[config.mk]
export PLATFORM = sky130hd
export DESIGN_NAME = pc_unit
export DESIGN_NICKNAME = d
export VERILOG_FILES = /design/src/rtl/mcu_pkg.sv /design/src/rtl/pc_stack.sv /design/src/rtl/pc_unit.sv
export SDC_FILE = /design/constraint.sdc
export NUM_CORES = 1
export LEC_CHECK = 0
export BUFFER_PORTS_ARGS = -buffer_cell sky130_fd_sc_hd__buf_4
export CORE_MARGIN = 10
export CORE_UTILIZATION = 43
export CTS_CLUSTER_DIAMETER = 120
export DETAILED_ROUTE_END_ITERATION = 7
export GPL_TIMING_DRIVEN = 0
export PLACE_DENSITY = 0.77
export SYNTH_ARGS = -nofsm -noshare
export SYNTH_HDL_FRONTEND = slang
export SYNTH_SLANG_ARGS = --single-unit
export TNS_END_PERCENT = 50
[constraint.sdc]
create_clock -name clk -period 1.5 [get_ports clk]
set_input_delay 0.225 -clock clk [delete_from_list [all_inputs] [get_ports clk]]
set_output_delay 0.225 -clock clk [all_outputs]
set_load 0.02 [all_outputs]
[src/rtl/mcu_pkg.sv]
// Shared MCU definitions: PC width, default reset vector,
// PC sequencer FSM states and a modulo-256 increment helper.
package mcu_pkg;

    localparam int PC_W = 8;

    localparam logic [PC_W-1:0] PC_RESET_VEC = 8'h00;

    typedef logic [PC_W-1:0] pc_t;

    typedef enum logic [1:0] {
        ST_BOOT = 2'd0,
        ST_RUN  = 2'd1,
        ST_HALT = 2'd2
    } pc_state_e;

    // Wraps 8'hFF -> 8'h00 silently.
    function automatic pc_t pc_inc(input pc_t v);
        return v + pc_t'(1);
    endfunction

endpackage

[src/rtl/pc_stack.sv]
// Return-address LIFO for pc_unit (built only with PC_STACK_EN).
// Ports: clk, rst_n (async low), push/pop requests, push_data,
//        top (current top entry), full, empty.
module pc_stack
    import mcu_pkg::*;
#(
    parameter int DEPTH = 4
) (
    input  logic clk,
    input  logic rst_n,
    input  logic push,
    input  logic pop,
    input  pc_t  push_data,
    output pc_t  top,
    output logic full,
    output logic empty
);

    localparam int AW = (DEPTH > 1) ? $clog2(DEPTH) : 1;
    localparam logic [AW:0] FULL_CNT = (AW+1)'(DEPTH);

    logic [AW:0]   cnt_q;
    logic [AW:0]   cnt_d;
    pc_t           mem_q [DEPTH];
    logic [AW-1:0] wr_idx;
    logic [AW-1:0] top_idx;
    logic [AW-1:0] sel_idx;
    logic          do_push;
    logic          do_pop;

    assign full    = (cnt_q == FULL_CNT);
    assign empty   = (cnt_q == '0);
    assign do_push = push && !full;
    assign do_pop  = pop && !empty;
    assign wr_idx  = cnt_q[AW-1:0];
    assign top_idx = cnt_q[AW-1:0] - AW'(1);
    assign top     = mem_q[top_idx];

    // Simultaneous push+pop replaces the top entry in place.
    assign sel_idx = do_pop ? top_idx : wr_idx;

    always_comb begin
        cnt_d = cnt_q;
        if (do_push && !do_pop) begin
            cnt_d = cnt_q + (AW+1)'(1);
        end else if (do_pop && !do_push) begin
            cnt_d = cnt_q - (AW+1)'(1);
        end
    end

    always_ff @(posedge clk or negedge rst_n) begin
        if (!rst_n) begin
            cnt_q <= '0;
            for (int i = 0; i < DEPTH; i++) begin
                mem_q[i] <= '0;
            end
        end else begin
            cnt_q <= cnt_d;
            if (do_push) begin
                mem_q[sel_idx] <= push_data;
            end
        end
    end

endmodule

[src/rtl/pc_unit.sv]
// Program counter sequencer: BOOT/RUN/HALT FSM, jump/call/return.
// Ports: clk, rst_n (async low), en, load, load_addr, call, ret,
//        halt, resume -> pc, pc_1, running, stack_ovf, stack_unf.
// Macro PC_STACK_EN builds the return stack; without it call acts
// as load, ret as increment and the overflow flags read 0.
module pc_unit
    import mcu_pkg::*;
#(
    parameter logic [PC_W-1:0] RESET_VEC   = PC_RESET_VEC,
    parameter int              STACK_DEPTH = 4
) (
    input  logic            clk,
    input  logic            rst_n,
    input  logic            en,
    input  logic            load,
    input  logic [PC_W-1:0] load_addr,
    input  logic            call,
    input  logic            ret,
    input  logic            halt,
    input  logic            resume,
    output logic [PC_W-1:0] pc,
    output logic [PC_W-1:0] pc_1,
    output logic            running,
    output logic            stack_ovf,
    output logic            stack_unf
);

    pc_state_e state_q;
    pc_state_e state_d;
    pc_t       pc_q;
    pc_t       pc_d;
    logic      advance;
    logic      sel_ret;
    logic      sel_call;
    logic      sel_load;

    assign pc      = pc_q;
    assign pc_1    = pc_inc(pc_q);
    assign running = (state_q == ST_RUN);

    // A halt request freezes the PC in the same cycle it is seen.
    assign advance  = running && !halt && en;
    assign sel_ret  = advance && ret;
    assign sel_call = advance && call && !ret;
    assign sel_load = advance && load && !ret && !call;

    always_comb begin
        state_d = state_q;
        unique case (state_q)
            ST_BOOT: state_d = ST_RUN;
            ST_RUN: begin
                if (halt) begin
                    state_d = ST_HALT;
                end
            end
            ST_HALT: begin
                if (resume && !halt) begin
                    state_d = ST_RUN;
                end
            end
            default: state_d = ST_BOOT;
        endcase
    end

`ifdef PC_STACK_EN
    pc_t  stk_top;
    logic stk_full;
    logic stk_empty;
    logic ovf_q;
    logic ovf_d;
    logic unf_q;
    logic unf_d;

    pc_stack #(
        .DEPTH (STACK_DEPTH)
    ) u_stack (
        .clk       (clk),
        .rst_n     (rst_n),
        .push      (sel_call),
        .pop       (sel_ret),
        .push_data (pc_1),
        .top       (stk_top),
        .full      (stk_full),
        .empty     (stk_empty)
    );

    always_comb begin
        pc_d  = pc_q;
        ovf_d = ovf_q | (sel_call & stk_full);
        unf_d = unf_q | (sel_ret & stk_empty);
        if (sel_ret) begin
            pc_d = stk_empty ? pc_1 : stk_top;
        end else if (sel_call || sel_load) begin
            pc_d = load_addr;
        end else if (advance) begin
            pc_d = pc_1;
        end
    end

    always_ff @(posedge clk or negedge rst_n) begin
        if (!rst_n) begin
            ovf_q <= 1'b0;
            unf_q <= 1'b0;
        end else begin
            ovf_q <= ovf_d;
            unf_q <= unf_d;
        end
    end

    assign stack_ovf = ovf_q;
    assign stack_unf = unf_q;
`else
    // ret falls through to the plain increment branch.
    always_comb begin
        pc_d = pc_q;
        if (sel_call || sel_load) begin
            pc_d = load_addr;
        end else if (advance) begin
            pc_d = pc_1;
        end
    end

    assign stack_ovf = 1'b0;
    assign stack_unf = 1'b0;
`endif

    always_ff @(posedge clk or negedge rst_n) begin
        if (!rst_n) begin
            state_q <= ST_BOOT;
            pc_q    <= RESET_VEC;
        end else begin
            state_q <= state_d;
            pc_q    <= pc_d;
        end
    end

endmodule

==> metrics.txt, run 1 <==
ant diodes=0; CP Max Fanout=5; failing checks=negative setup slack; Placed Area=938 um^2; Ys Warns=0; Setup Skew=0.00890 ns; Max H-tree Level=1; starting density of the core=44.8%; die outline width=59.2 um; worst endpoint required time=1.27 ns; first-pass GRT wire length=3910 um; post-synth cell types=27; vias in the first global route=826; unrepaired setup endpoints after global routing=yes; total count of hold-check failures in the final report=0; Critical Path Source Type=flip-flop; Final min period=1.56 ns; M1 WL=931 um; Detailed Routing Iterations Pass 1=5; # IOs=35; Worst-Skew Late Latency=0.28 ns; clk sink count=10; final setup margin=-0.0647 ns; Overflow after GRT=0; share of layout cells above drive strength 1=54.5%; critical path capture point type=output pin; Yosys top cell area share=38.0%; pwr/cell area=2240 nW/um^2; cell area after synthesis=659 um^2; Core ar.=1470 um^2; Fmax achieved=639 MHz; Root Buffer=clkbuf_4; CTS Buffer Depth=2; Via density=5.66; highest metal used=met4; Fillers=104; CTS tree=yes; Design Area, Final=1130 um^2; worst hold path type=in -> reg; fin crit share=104%; largest net degree at the start of global routing=11; hold path startpoint=load_addr[0]; Area Overhead vs Synth=71.9%; total track usage=14.3%; DRC=0; # setup viols final=4; Slew Viols, Final=0; Synth area leaders=dfrtp_1 (38%), a21oi_1 (6.8%), xnor2_1 (6.6%); static leakage=0.530 nW; wire per inst=18.2 um; #FFs+latches synth=10; Die ar.=3500 um^2; final WL=2490 um; most frequent cells in the layout=buf_4 (42), a21oi_1 (9); crit path from=pc[1]; DRT iter0 DRCs=20; crit path DAT=1.34 ns; DRT antenna net count=0; vias=776; Max Cap Viol=0; post-synth top area cell=dfrtp_1; Clock transition at path regs=0.07 ns; Setup WS pre-CTS=0.0260 ns; outcome=complete, but fails checks; commonest non-fill, non-tap cell in the layout=buf_4; wire length on met3=262 um; Final nets=140; register area share after synthesis=38.0%; Port Buffers=32; Max VDD drop=1250 uV; DP HPWL=1610 um; Syn Inst Count=75; initial antenna violation count=0; Crit Path Class=reg -> out; CTS Buf Count=3; worst r2r src=state_q[1]; Vert. Die Dim=59.2 um; FP Rows=14; placer congestion estimate=0.757; metal2 WL=1240 um; Avg Inst Size Synth=8.79 um^2
repair_timing:
action,in CTS,in global routing
gates resized for setup,14,6
hold buffers,1,0
gates cloned,0,0
hold endpoints to repair,10,0
pin swaps,4,5
setup endpoints to repair,5,7
buffers inserted,8,1
report_power, final:
part	leakage (nW)	switching (mW)	internal (mW)	total (mW)
registers	0.112	0.178	0.416	0.594
clock network	0.0138	0.104	0.0932	0.197
logic	0.405	0.913	0.830	1.74
stage by stage:
step | std cells | power [mW] | hold WS [ns] | util (%) | setup TNS, ns
after global routing | 137 | 2.67 | 0.171 | 77.0 | -0.492
after floorplan | 76 | 1.39 | -0.0706 | - | -0.0749
after detailed placement | 124 | 1.97 | 0.0599 | 63.8 | 0
after global placement | 124 | 1.93 | 0.0612 | 63.8 | 0
after CTS | 136 | 2.43 | 0.175 | 74.7 | -0.258
final | 137 | 2.53 | 0.184 | 77.0 | -0.202
cells by family after synthesis:
family | Yosys count | synth area share, %
flops | 10 | 38.0
mux | 1 | 1.52
other cells | 1 | 0.569
fa+ha+maj | 1 | 1.90
simple gates | 25 | 21.3
compound gates | 23 | 21.8
xor+xnor | 6 | 7.97
buf+inv | 8 | 7.02
critical path: stages (launching register included):
cell     delay, ns
dfrtp_2       0.42
ha_4          0.20
nand3_2       0.13
xnor2_2       0.15
buf_4         0.16
synth_stat cells, drive strengths merged:
cell / n
dfrtp: 10
a21oi: 9
nand3: 7
nand2: 5
o22ai: 5
xnor2: 5
nor2: 4
a2bb2oi: 3
and3: 3
buf: 3
clkbuf: 3
o21ai: 3
inv: 2
nand2b: 2
a221o: 1
a22o: 1
and2: 1
and3b: 1
conb: 1
ha: 1
mux2i: 1
nand4bb: 1
nor2b: 1
o21bai: 1
xor2: 1
final timing paths:
kind,cells after the start,end,slack [ns]
worst max-delay path,4,pc_1[4],-0.06
worst min-delay path,2,pc[0],0.18
worst max register to register,4,pc[0],0.07
worst min register to register,1,state_q[0],0.55
max in group asynchronous,2,pc[0],1.02
min in group asynchronous,2,pc[2],0.31
routing by layer:
layer  GRT usage (%)  vias up
li1                -      358
met1            14.0      364
met2            25.1       47
met3            6.44        7
met4            6.23        0
met5               0        -
final cells by class:
type                       instances  area, um^2  area share, %
inverter                           2        7.51          0.662
buffer                             6        38.8           3.42
multi-input combinational         58         467           41.2
timing repair buffer              42         322           28.4
sequential                        10         256           22.6
clock buffer                       3        22.5           1.99
tap                               16        20.0           1.77
flip-flops by register name, summed over array words and instances, names as in the netlist:
signal	flops
state_q	2
pc	8
Note: power is estimated with default switching activity, not from simulation.
==> run 2: changes to the inputs <==
BUFFER_PORTS_ARGS = -buffer_cell sky130_fd_sc_hd__buf_2   (was -buffer_cell sky130_fd_sc_hd__buf_4)
SKIP_LAST_GASP = 1   (was unset)
==> run 2 against run 1 <==
The run still ends with negative setup slack left. Largest power group unchanged. Clock-buffer cell count is 1 higher. Utilization is 7.0 points lower. First-iteration DRC count is 25% lower. Sequential power is 2% lower. Hold slack better by 0.0099 ns. Final area is 9.1% lower. Clock skew is 0.0032 ns lower. Critical path type unchanged. Clock power is 25% higher.
==> metrics.txt, run 2 (synthesis results as in run 1) <==
Clock transition at path regs=0.07 ns; total track usage=11.6%; CP top delay family=flip-flops; commonest non-fill, non-tap cell in the layout=buf_2; Crit Path Class=reg -> out; # IOs=35; outcome=complete, but fails checks; CP Max Fanout=4; Fmax achieved=642 MHz; Layout Cells excl Fill=137; Area Overhead vs Synth=56.4%; placed insts=124; crit path from=pc[0]; DRT iter0 DRCs=15; Placed Area=858 um^2; failing checks=negative setup slack; crit path DAT=1.33 ns; unrepaired setup endpoints after global routing=yes; Overflow after GRT=0; ant diodes=0; Detailed Routing Iterations Pass 1=4; max reg flops=8; Core ar.=1470 um^2; DRT antenna net count=0; CP peak stage delay=0.42 ns; hold path startpoint=load_addr[0]; placer congestion estimate=0.772; # setup viols final=5; Die ar.=3500 um^2; worst endpoint required time=1.27 ns; CTS Buffer Depth=2; worst hold margin=0.194 ns; share of layout cells above drive strength 1=52.9%; power share of the clock group=10.5%; wire per inst=15.4 um; starting density of the core=44.8%; Switch Pwr=1.09 mW; Cell Chain, Critical Path=and3_4 -> nand3_2 -> xnor2_1 -> buf_4; Final min period=1.56 ns; final setup margin=-0.0580 ns; Max VDD drop=1060 uV; Root Buffer=clkbuf_4; total count of hold-check failures in the final report=0; most frequent cells in the layout=buf_2 (27), buf_4 (15), a21oi_1 (9); CP max-delay cell=dfrtp_2; DRC=0; FP Rows=14; final WL=2100 um; die outline width=59.2 um; Critical Path Source Type=flip-flop; critical path capture point type=output pin; worst hold path type=in -> reg; largest net degree at the start of global routing=11; Worst-Skew Late Latency=0.27 ns; static leakage=0.496 nW; setup TNS=-0.158 ns; Port Buffers=32; clk sink count=10; CP Buf/Inv Count=1; first-pass GRT wire length=3280 um; Max Cap Viol=0; part of the power in registers=24.8%; CTS Buf Count=3; Max H-tree Level=1; fin crit share=104%; Int Power=1.26 mW; initial antenna violation count=0; Switching Fraction=46.4%; Layout Utilization=70.1%; Final nets=139; vias=732; Setup Skew=0.00574 ns; Vert. Die Dim=59.2 um; DP HPWL=1480 um; Via density=5.34; Slew Viols, Final=0; pwr/cell area=2280 nW/um^2; Comb pwr share=64.7%; Design Area, Final=1030 um^2; CTS tree=yes; worst r2r src=state_q[0]; vias in the first global route=734
-- run 2: worst paths after layout --
kind,end,slack [ns],cells after the start
worst max-delay path,pc_1[5],-0.06,4
worst min-delay path,pc[0],0.19,2
worst max register to register,pc[0],0.10,5
worst min register to register,state_q[0],0.55,1
max in group asynchronous,pc[3],0.94,2
min in group asynchronous,pc[2],0.34,2
-- run 2: what timing repair did --
action	4_1_cts	5_1_grt
hold buffers	1	0
endpoints found under the hold margin	10	0
endpoints found under the setup margin	6	7
buffers inserted	5	3
pin swaps	0	2
gates resized for setup	13	6
gates cloned	0	0
-- run 2: layer usage --
| metal | vias up | part of all wire (%) | track usage, % |
|---|---|---|---|
| met4 | 0 | 0.62 | 3.28 |
| met2 | 36 | 50 | 20.6 |
| li1 | 357 | - | - |
| met5 | - | 0 | 0 |
| met1 | 337 | 38 | 11.9 |
| met3 | 2 | 11 | 5.15 |
-- run 2: area by class of cell --
cell class                      count  area [um^2]
Timing Repair Buffer               41          243
Clock buffer                        4         36.3
Buffer                              6         38.8
Tap cell                           16         20.0
Inverter                            2         7.51
Multi-Input combinational cell     58          429
Sequential cell                    10          256
Fill cell                         119          440
-- run 2: stage by stage --
stage	power (mW)	worst slack, ns
floorplan	1.39	-0.0381
global placement	1.75	0.0722
detailed placement	1.78	0.0425
CTS	2.24	-0.0781
global route	2.51	-0.104
finish	2.36	-0.0580
-- run 2: power by group through the flow --
stage | combinational, mW | clock (mW) | sequential, mW
floorplan | 0.677 | 0 | 0.714
global placement | 1.14 | 0 | 0.605
detailed placement | 1.17 | 0 | 0.615
CTS | 1.42 | 0.248 | 0.573
global route | 1.64 | 0.265 | 0.602
finish | 1.52 | 0.247 | 0.585
-- run 2: worst register-to-register path, cell delays in order, from the launching register on --
cell and delay (ns):
dfrtp_1 0.42, nor2b_4 0.14, and3b_1 0.19, buf_6 0.14, and3_1 0.15, a221o_1 0.26
==> run 3: changes to the inputs <==
BUFFER_PORTS_ARGS = -buffer_cell sky130_fd_sc_hd__buf_4   (was -buffer_cell sky130_fd_sc_hd__buf_2)
CORE_UTILIZATION = 39   (was 43)
PLACE_DENSITY = 0.74   (was 0.77)
clock period = 1.35 ns   (was 1.5 ns; I/O delays follow)
==> run 3 against run 2 <==
Hold slack got worse by 0.021 ns. Final cell count grew 3.6%. Combinational power rose by 33%. Clock power fell by 11%. Sequential share of layout area down 3.3 points. The flow still finishes with violations (negative setup slack). Final area is 16% higher. Clock-buffer cell count is the same. Clock skew down 0.0026 ns. Die area rose by 6.7%. Worst setup slack lost 0.10 ns. Utilization increased by 6.4 points. Largest cell class unchanged. Routed wire length grew 9.5%.
==> metrics.txt, run 3 (synthesis results as in run 1) <==
DRT iter0 DRCs=21; worst hold margin=0.173 ns; worst endpoint required time=1.15 ns; starting density of the core=42.3%; FP Rows=14; final setup margin=-0.158 ns; CP endpoint=pc_1[7]; Critical Path Source Type=flip-flop; CP top delay family=flip-flops; CTS tree=yes; Setup Skew=0.00315 ns; outcome=complete, but fails checks; Via density=5.53; cell depth of the worst flop-to-flop path=5; Layout Utilization=76.5%; Vert. Die Dim=61.1 um; initial antenna violation count=0; Crit. path cell count=4; Max VDD drop=1290 uV; crit path from=pc[1]; static leakage=0.553 nW; worst hold path type=in -> reg; part of the power in registers=22.3%; share of layout cells above drive strength 1=57.9%; CTS Buffer Depth=2; DRC=0; CP Buf/Inv Count=1; Slew Viols, Final=0; Detailed Routing Iterations Pass 1=4; Overflow after GRT=0; Area Overhead vs Synth=80.8%; Final min period=1.51 ns; failing checks=negative setup slack; worst r2r src=state_q[0]; die outline width=61.1 um; DP HPWL=1550 um; ant diodes=0; largest net degree at the start of global routing=11; # IOs=35; Cell Chain, Critical Path=and3_4 -> nand3_4 -> xnor2_2 -> buf_4; Die ar.=3740 um^2; Core ar.=1560 um^2; CP Max Fanout=4; flop-to-flop setup slack=0 ns; Comb pwr share=70.0%; Final Total Pwr=2.89 mW; CP peak stage delay=0.41 ns; Setup WS pre-CTS=-0.0512 ns; first-pass GRT wire length=3540 um; Max Cap Viol=0; placer congestion estimate=0.788; Port Buffers=32; fin crit share=112%; Max H-tree Level=1; setup TNS=-0.777 ns; # setup viols final=6; power share of the clock group=7.6%; commonest non-fill, non-tap cell in the layout=buf_4; most frequent cells in the layout=buf_4 (48), a21oi_1 (9), dfrtp_2 (6), nand2_1 (5), o22ai_1 (5); DRT antenna net count=0; Root Buffer=clkbuf_4; vias=785; Switch Pwr=1.31 mW; Crit Path Class=reg -> out; clk sink count=10; Worst-Skew Late Latency=0.26 ns; critical path capture point type=output pin; pwr/cell area=2420 nW/um^2; Worst R2R End=pc[0]; Fmax achieved=663 MHz; total count of hold-check failures in the final report=0; CTS Buf Count=3; CP max-delay cell=dfrtp_2; max reg flops=8; unrepaired setup endpoints after global routing=yes; crit path DAT=1.31 ns; Switching Fraction=45.5%; Clock transition at path regs=0.07 ns; Final nets=144; total track usage=12.2%; wire per inst=16.2 um; Int Power=1.57 mW; final WL=2300 um; vias in the first global route=732
[run 3: changes by cell type in the layout (fill, tap and decap cells not counted), sizes merged]
cell / before / now
buf: 43 / 49
clkbuf: 7 / 6
[run 3: area by class of cell]
cell class / count / area (um^2)
Clock buffer: 4 / 26.3
Inverter: 2 / 7.51
Sequential cell: 10 / 258
Timing Repair Buffer: 47 / 355
Fill cell: 101 / 367
Multi-Input combinational cell: 58 / 490
Tap cell: 16 / 20.0
Buffer: 5 / 35.0
[run 3: timing repair]
item / CTS / global route
hold buffers: 1 / 0
gates cloned: 0 / 0
setup endpoints to repair: 8 / 12
gates resized for setup: 11 / 8
hold endpoints to repair: 10 / 0
pin swaps: 2 / 4
buffers inserted: 8 / 6
[run 3: per-stage QoR]
step                area (um^2)  std cells
finish                     1190        142
global route               1190        142
CTS                        1110        137
detailed placement          957        124
global placement            957        124
floorplan                   697         76
[run 3: how the worst min path moves through the flow]
| stage | from | end | slack (ns) | cells after the start |
|---|---|---|---|---|
| 4_1_cts | load_addr[0] | pc[0] | 0.17 | 2 |
| 3_5_place_dp | rst_n | pc[4] | 0.04 | 1 |
| 5_1_grt | load_addr[0] | pc[0] | 0.17 | 2 |
| 6_report | load_addr[0] | pc[0] | 0.17 | 2 |
| 2_1_floorplan | rst_n | pc[0] | -0.09 | 0 |
| 3_3_place_gp | rst_n | pc[4] | 0.04 | 1 |
[run 3: layer usage]
| layer | wire (um) | vias to the layer above | global-route usage, % |
|---|---|---|---|
| li1 | - | 373 | - |
| met1 | 822 | 368 | 14.0 |
| met2 | 1190 | 38 | 19.7 |
| met3 | 252 | 6 | 5.35 |
| met4 | 38 | 0 | 4.56 |
| met5 | 0 | - | 0 |
[run 3: power groups by stage]
stage          clock network (mW)  registers (mW)  logic [mW]
6_report                    0.220           0.645        2.02
5_1_grt                     0.242           0.674        2.17
4_1_cts                     0.226           0.634        1.84
3_5_place_dp                    0           0.711        1.51
3_3_place_gp                    0           0.701        1.49
2_1_floorplan                   0           0.812       0.774
